<file path="src/rtl/avg_sequencer_if.sv">
// Byte-wide data-memory port used by the averaging sequencer.
// The sequencer is the master; the memory (DM1) is the slave.
interface avg_sequencer_if #(
  parameter int unsigned ADDR_W = 10
);
  logic [ADDR_W-1:0] mem_addr;
  logic              mem_rd_en;
  logic              mem_wr_en;
  logic [7:0]        mem_wdata;
  logic [7:0]        mem_rdata;

  modport master (
    output mem_addr, mem_rd_en, mem_wr_en, mem_wdata,
    input  mem_rdata
  );

  modport slave (
    input  mem_addr, mem_rd_en, mem_wr_en, mem_wdata,
    output mem_rdata
  );
endinterface

</file>
<file path="src/rtl/avg_sequencer.sv">
// Fixed-point (8.8) averaging accelerator: reads N values from DM1, sums them,
// divides by N with a bit-serial restoring divider and writes the 8.8 result back.
module avg_sequencer #(
  parameter int unsigned ADDR_W   = 10,
  parameter int unsigned DIV_BITS = 24
) (
  input  logic              Clk,
  input  logic              Reset,
  input  logic              Start,
  output logic              Ack,
  output logic              Err,
  output logic              busy,
  avg_sequencer_if.master   mem
);

  localparam int unsigned N_W   = 8;
  localparam int unsigned CNT_W = $clog2(DIV_BITS);

  typedef enum logic [3:0] {
    S_IDLE, S_RD_N, S_CAP_N, S_RD_B, S_ACC, S_DIV, S_WR_HI, S_WR_LO, S_DONE
  } state_e;

  state_e                state_q, state_d;
  logic                  start_q;
  logic [N_W-1:0]        n_q, n_d;
  logic [ADDR_W-1:0]     idx_q, idx_d;
  logic [DIV_BITS-1:0]   sum_q, sum_d;
  logic [DIV_BITS-1:0]   div_q, div_d;
  logic [N_W-1:0]        rem_q, rem_d;
  logic [CNT_W-1:0]      cnt_q, cnt_d;
  logic [7:0]            res_lo_q, res_lo_d;
  logic [ADDR_W-1:0]     addr_q, addr_d;
  logic [7:0]            wdata_q, wdata_d;
  logic                  rd_en_q, rd_en_d;
  logic                  wr_en_q, wr_en_d;
  logic                  ack_q, ack_d;
  logic                  err_q, err_d;
  logic                  busy_q, busy_d;

  // One restoring-division step: shift in the dividend MSB, subtract N if it fits
  logic [N_W:0]          partial_c;
  logic                  fits_c;
  logic [N_W-1:0]        rem_nxt_c;
  logic [DIV_BITS-1:0]   quot_nxt_c;
  logic [ADDR_W-1:0]     two_n_c;
  logic [ADDR_W-1:0]     hi_addr_c;
  logic [ADDR_W-1:0]     lo_addr_c;

  always_comb begin
    partial_c  = {rem_q, div_q[DIV_BITS-1]};
    fits_c     = (partial_c >= {1'b0, n_q});
    rem_nxt_c  = fits_c ? N_W'(partial_c - {1'b0, n_q}) : N_W'(partial_c);
    quot_nxt_c = {div_q[DIV_BITS-2:0], fits_c};
    two_n_c    = ADDR_W'(n_q) << 1;
    hi_addr_c  = two_n_c + ADDR_W'(1);
    lo_addr_c  = two_n_c + ADDR_W'(2);
  end

  always_ff @(posedge Clk or negedge Reset) begin
    if (!Reset) begin
      state_q  <= S_IDLE;
      start_q  <= 1'b0;
      n_q      <= '0;
      idx_q    <= '0;
      sum_q    <= '0;
      div_q    <= '0;
      rem_q    <= '0;
      cnt_q    <= '0;
      res_lo_q <= '0;
      addr_q   <= '0;
      wdata_q  <= '0;
      rd_en_q  <= 1'b0;
      wr_en_q  <= 1'b0;
      ack_q    <= 1'b0;
      err_q    <= 1'b0;
      busy_q   <= 1'b0;
    end else begin
      state_q  <= state_d;
      start_q  <= Start;
      n_q      <= n_d;
      idx_q    <= idx_d;
      sum_q    <= sum_d;
      div_q    <= div_d;
      rem_q    <= rem_d;
      cnt_q    <= cnt_d;
      res_lo_q <= res_lo_d;
      addr_q   <= addr_d;
      wdata_q  <= wdata_d;
      rd_en_q  <= rd_en_d;
      wr_en_q  <= wr_en_d;
      ack_q    <= ack_d;
      err_q    <= err_d;
      busy_q   <= busy_d;
    end
  end

  // Memory strobes are registered, so each is set on the edge entering its state
  always_comb begin
    state_d  = state_q;
    n_d      = n_q;
    idx_d    = idx_q;
    sum_d    = sum_q;
    div_d    = div_q;
    rem_d    = rem_q;
    cnt_d    = cnt_q;
    res_lo_d = res_lo_q;
    addr_d   = addr_q;
    wdata_d  = wdata_q;
    rd_en_d  = 1'b0;
    wr_en_d  = 1'b0;
    ack_d    = ack_q;
    err_d    = err_q;

    case (state_q)
      S_IDLE: begin
        if (start_q && !Start) begin
          state_d = S_RD_N;
          addr_d  = '0;
          rd_en_d = 1'b1;
          n_d     = '0;
          idx_d   = '0;
          sum_d   = '0;
        end
      end
      S_RD_N: state_d = S_CAP_N;
      S_CAP_N: begin
        n_d = mem.mem_rdata;
        if (mem.mem_rdata == '0) begin
          state_d  = S_WR_HI;
          addr_d   = ADDR_W'(1);
          wdata_d  = '0;
          res_lo_d = '0;
          wr_en_d  = 1'b1;
        end else begin
          state_d = S_RD_B;
          idx_d   = ADDR_W'(1);
          addr_d  = ADDR_W'(1);
          rd_en_d = 1'b1;
        end
      end
      S_RD_B: state_d = S_ACC;
      S_ACC: begin
        // Odd addresses hold integer bytes, even addresses fraction bytes
        sum_d = sum_q + (idx_q[0] ? DIV_BITS'({mem.mem_rdata, 8'h00})
                                  : DIV_BITS'(mem.mem_rdata));
        if (idx_q == two_n_c) begin
          state_d = S_DIV;
          div_d   = sum_d;
          rem_d   = '0;
          cnt_d   = '0;
        end else begin
          state_d = S_RD_B;
          idx_d   = idx_q + ADDR_W'(1);
          addr_d  = idx_d;
          rd_en_d = 1'b1;
        end
      end
      S_DIV: begin
        div_d = quot_nxt_c;
        rem_d = rem_nxt_c;
        cnt_d = cnt_q + CNT_W'(1);
        if (cnt_q == CNT_W'(DIV_BITS - 1)) begin
          state_d  = S_WR_HI;
          addr_d   = hi_addr_c;
          wdata_d  = quot_nxt_c[15:8];
          res_lo_d = quot_nxt_c[7:0];
          wr_en_d  = 1'b1;
        end
      end
      S_WR_HI: begin
        state_d = S_WR_LO;
        addr_d  = lo_addr_c;
        wdata_d = res_lo_q;
        wr_en_d = 1'b1;
      end
      S_WR_LO: begin
        state_d = S_DONE;
        ack_d   = 1'b1;
        err_d   = (n_q == '0);
      end
      S_DONE: begin
        if (Start) begin
          state_d = S_IDLE;
          ack_d   = 1'b0;
          err_d   = 1'b0;
        end
      end
      default: state_d = S_IDLE;
    endcase

    busy_d = !((state_d == S_IDLE) || (state_d == S_DONE));
  end

  assign Ack           = ack_q;
  assign Err           = err_q;
  assign busy          = busy_q;
  assign mem.mem_addr  = addr_q;
  assign mem.mem_rd_en = rd_en_q;
  assign mem.mem_wr_en = wr_en_q;
  assign mem.mem_wdata = wdata_q;

endmodule

</file>
<file path="src/flat_wrapper.sv">
// flat-port wrapper written by rule: the top's interface ports become plain ports
module avg_sequencer_flat 
#(
  parameter int unsigned ADDR_W   = 10,
  parameter int unsigned DIV_BITS = 24
)
  (Clk, Reset, Start, Ack, Err, busy, mem_mem_addr, mem_mem_rd_en, mem_mem_wr_en, mem_mem_wdata, mem_mem_rdata);
  avg_sequencer_if #(.ADDR_W(ADDR_W)) mem_i ();
  input  logic Clk;
  input  logic Reset;
  input  logic Start;
  output logic Ack;
  output logic Err;
  output logic busy;
  output wire logic [$bits(mem_i.mem_addr)-1:0] mem_mem_addr;
  output wire logic [$bits(mem_i.mem_rd_en)-1:0] mem_mem_rd_en;
  output wire logic [$bits(mem_i.mem_wr_en)-1:0] mem_mem_wr_en;
  output wire logic [$bits(mem_i.mem_wdata)-1:0] mem_mem_wdata;
  input wire logic [$bits(mem_i.mem_rdata)-1:0] mem_mem_rdata;
  assign mem_mem_addr = mem_i.mem_addr;
  assign mem_mem_rd_en = mem_i.mem_rd_en;
  assign mem_mem_wr_en = mem_i.mem_wr_en;
  assign mem_mem_wdata = mem_i.mem_wdata;
  assign mem_i.mem_rdata = mem_mem_rdata;
  avg_sequencer #(.ADDR_W(ADDR_W), .DIV_BITS(DIV_BITS)) u_core (.Clk(Clk), .Reset(Reset), .Start(Start), .Ack(Ack), .Err(Err), .busy(busy), .mem(mem_i));
endmodule
</file>
<file path="config.mk">
export PLATFORM = sky130hd
export DESIGN_NAME = avg_sequencer_flat
export DESIGN_NICKNAME = d
export VERILOG_FILES = /design/src/rtl/avg_sequencer_if.sv /design/src/rtl/avg_sequencer.sv /design/src/flat_wrapper.sv
export SDC_FILE = /design/constraint.sdc
export NUM_CORES = 1
export LEC_CHECK = 0
export BUFFER_PORTS_ARGS = -buffer_cell sky130_fd_sc_hd__buf_2
export CAP_MARGIN = 30
export CORE_MARGIN = 2
export CORE_UTILIZATION = 30
export CTS_CLUSTER_DIAMETER = 120
export DETAILED_ROUTE_END_ITERATION = 7
export GPL_TIMING_DRIVEN = 0
export PLACE_DENSITY = 0.56
export SLEW_MARGIN = 20
export SYNTH_ARGS = -nofsm -noshare
export SYNTH_HDL_FRONTEND = slang
export SYNTH_SLANG_ARGS = --single-unit
export TNS_END_PERCENT = 1
</file>
<file path="constraint.sdc">
create_clock -name Clk -period 3.25 [get_ports Clk]
set_input_delay 0 -clock Clk [delete_from_list [all_inputs] [get_ports Clk]]
set_output_delay 0 -clock Clk [all_outputs]
set_load 0.02 [all_outputs]
</file>
==> flow_metrics.env <==
export IMPL_avgSynthCellArea_sq_um=8.98
export IMPL_yosysWarnings=0
export IMPL_startpoint_type="register"
export IMPL_h_tree_depth=4
export IMPL_cts_sinks=115
export IMPL_synthToLayoutAreaGrowth_pct=19.4
export IMPL_drv_cap=0
export IMPL_ys_seq_elements=115
export IMPL_synth_area_sq_um=6790
export IMPL_clock_latency_ns=0.42
export IMPL_fin_ws_ns=0.233
export IMPL_yosys_area_top_type_share_pct=42.4
export IMPL_antenna_found_initial=0
export IMPL_rsz0062_at_grt="false"
export IMPL_grt_use_total_pct=16.6
export IMPL_placed_cells=1075
export IMPL_pin_count=34
export IMPL_hold_ws_ns=0.0846
export IMPL_fmax_ghz=0.331
export IMPL_arrival_ns=3.30
export IMPL_grt_pass1_wl_um=30900
export IMPL_worst_ep_required_time_ns=3.53
export IMPL_fin_skew_ns=0.00807
export IMPL_p_total_w=0.00772
export IMPL_first_pass_iters=5
export IMPL_drt_iter0_markers=413
export IMPL_slowest_delay_ns=0.41
export IMPL_fin_crit_ns=3.02
export IMPL_synth_common_cells="dfrtp_1, nand2_1, o21ai_0"
export IMPL_holdCritPathClass="in -> async"
export IMPL_cp_buffers_inverters=1
export IMPL_cts_inserted_buffers=17
export IMPL_die_area_sq_um=23800
export IMPL_ys_types=74
export IMPL_critPathCaptureType="register"
export IMPL_worstSetupPathType="reg -> reg"
export IMPL_vdd_drop_max_mv=0.326
export IMPL_drc=0
export IMPL_vias=5895
export IMPL_critical_path_top_delay_family="compound AO/OA/AOI/OAI gates"
export IMPL_cts_setup_buffers=0
export IMPL_synth_cells=756
export IMPL_seqCellArea_sq_um=2880
export IMPL_cts_tree="done"
export IMPL_fill_cells=2312
export IMPL_initial_core_util_pct=30.2
export IMPL_fin_cells=1116
export IMPL_synth_edff_count=0
export IMPL_totalWireLength_um=19400
export IMPL_setup_viol=0
export IMPL_path_max_fanout=19
export IMPL_cts_buffer_depth=2
export IMPL_synth_area_leaders="dfrtp_1, nand2_1, ha_1"
export IMPL_worst_slew_pin_slew_ns=0.823
export IMPL_pre_cts_ws_ns=-0.432
export IMPL_synthesis_nets=797
export IMPL_multi_input_area_sq_um=3640
export IMPL_crit_chain="buf_4 > nor2b_1 > ha_1 > fa_1 > a21o_1 > a221o_1 > a31oi_2 > o21ai_1 > a21oi_1 > xor2_1 > o211ai_1"
export IMPL_hold_viol_final=0
export IMPL_async_flop_share_pct=100
export IMPL_cpMaxStageDelayCell="fa_1"
export IMPL_portBuffers=33
export IMPL_viasPerCell=5.28
export IMPL_synth_ff_type="dfrtp_1"
export IMPL_synth_seq_area_share_pct=42.4
export IMPL_synth_most_common_cell="dfrtp_1"
export IMPL_ant_nets=0
export IMPL_grt_pass1_vias=5560
export IMPL_powerDensity_nw_per_um2=952
export IMPL_die_h_um=154
export IMPL_gp_congestion=0.875
export IMPL_core_sq_um=22400
export IMPL_wl_per_cell_um=17.4
export IMPL_status="completed"
export IMPL_post_route_period_util_pct=92.8
export IMPL_hpwl_um=14500
export IMPL_fin_nets=859
export IMPL_clk_pin_slew_ns=0.05
export IMPL_slew_viol_final=0
export IMPL_core_rowCount=55
export IMPL_leakage_nw=3.54
export IMPL_antenna_cells=0
export IMPL_maxSlewHeadroom_pct=44.9
export IMPL_grt_ovfl_total=0
export IMPL_synth_area_leader_cell="dfrtp_1"
export IMPL_chipWidth_um=154
export IMPL_drive_gt1_share_pct=13.7
export IMPL_cts_root_buf="clkbuf_16"
export IMPL_grt_max_degree=73
[sequential cells by signal, summed over array words and instances, names as in the netlist]
register              flops
u_core.Ack                1
u_core.Err                1
u_core.busy               1
u_core.cnt_q              5
u_core.div_q             24
u_core.idx_q             10
u_core.mem.mem_addr      10
u_core.mem.mem_rd_en      1
u_core.mem.mem_wdata      8
u_core.mem.mem_wr_en      1
u_core.n_q                8
u_core.rem_q              8
u_core.res_lo_q           8
u_core.start_q            1
u_core.state_q            4
u_core.sum_q             24
[final cells by class]
type / count / area share, %
inverters: 21 / 0.973
clock buffers: 24 / 5.95
multi-input cells: 579 / 44.9
clock inverters: 8 / 2.13
repair buffers: 44 / 3.69
flip-flops and latches: 115 / 35.5
well taps: 285 / 4.40
plain buffers: 40 / 2.41
[metrics by stage]
stage	instance area [sq um]	setup TNS [ns]	utilization, %
final	8100	0	36.1
after global routing	8100	0	36.1
after CTS	8090	0	36.1
after detailed placement	7340	-3.40	32.7
after global placement	7310	-3.21	32.6
after floorplan	6790	0	-
[worst register-to-register path, stage by stage (launching register included)]
cell,delay [ns]
dfrtp_1,0.40
buf_4,0.26
nor2b_1,0.08
ha_1,0.21
fa_1,0.41
a21o_1,0.19
a221o_1,0.37
a31oi_2,0.27
o21ai_1,0.09
a21oi_1,0.18
xor2_1,0.27
o211ai_1,0.13
[power breakdown]
part	leakage [nW]	internal, W	switching (W)
clock network	0.307	0.00142	0.000670
logic	1.74	0.00126	0.00213
registers	1.50	0.00190	0.000339
total	3.54	0.00458	0.00314
[cell families after synthesis]
logic type / synth area share [%]
and+or+nand+nor: 21.2
AOI/OAI and AO/OA: 20.2
muxes: 2.42
xor gates and xnor gates: 4.00
DFF: 42.4
adders and majority gates: 5.75
buffers and inverters: 4.04
[repair_timing]
item / in CTS / in global routing
setup endpoints to repair: 22 / 4
endpoints found under the hold margin: 127 / 0
hold buffers: 10 / 0
gates resized for setup: 1 / 4
gates cloned: 0 / 0
pin swaps: 0 / 0
[layout by cell type, fill, tap and decap left out, types with 8 or more instances in the layout]
master	netlist	routed
dfrtp_1	115	115
nand2_1	110	110
o21ai_0	67	67
a21oi_1	51	51
nor2_1	45	45
buf_2	12	44
nand3_1	29	29
ha_1	28	28
clkbuf_1	25	27
inv_1	21	21
xor2_1	18	18
clkbuf_16	0	17
nor2b_1	15	15
xnor2_1	13	13
o21ai_1	13	13
nor3_1	12	12
a22o_1	12	12
mux2_2	11	11
o211ai_1	10	10
o31ai_1	10	10
dlygate4sd3_1	0	10
and2_1	9	9
or3_1	8	8
o22ai_1	8	8
nand4_1	8	8
[per-layer routing]
layer / global-route usage (%) / up-vias / share of wire, %
met1: 23.9 / 2857 / 49
met5: 0 / - / 0
met3: 4.15 / 31 / 5.1
met4: 4.63 / 0 / 1.7
li1: - / 2853 / -
met2: 24.6 / 154 / 44
[worst paths after layout]
| path | startpoint | endpoint | slack (ns) | cells after the start |
|---|---|---|---|---|
| setup / recovery | u_core.idx_q[0] | u_core.div_q[12] | 0.23 | 11 |
| hold / removal | Reset | u_core.cnt_q[4] | 0.08 | 2 |
| setup reg to reg | u_core.idx_q[0] | u_core.div_q[12] | 0.23 | 11 |
| hold reg to reg | u_core.mem.mem_addr[2] | u_core.mem.mem_addr[2] | 0.47 | 2 |
| max in group asynchronous | Reset | u_core.rem_q[3] | 2.47 | 3 |
| min in group Clk | Start | u_core.start_q | 0.26 | 2 |
(Power assumes the default switching activity.)
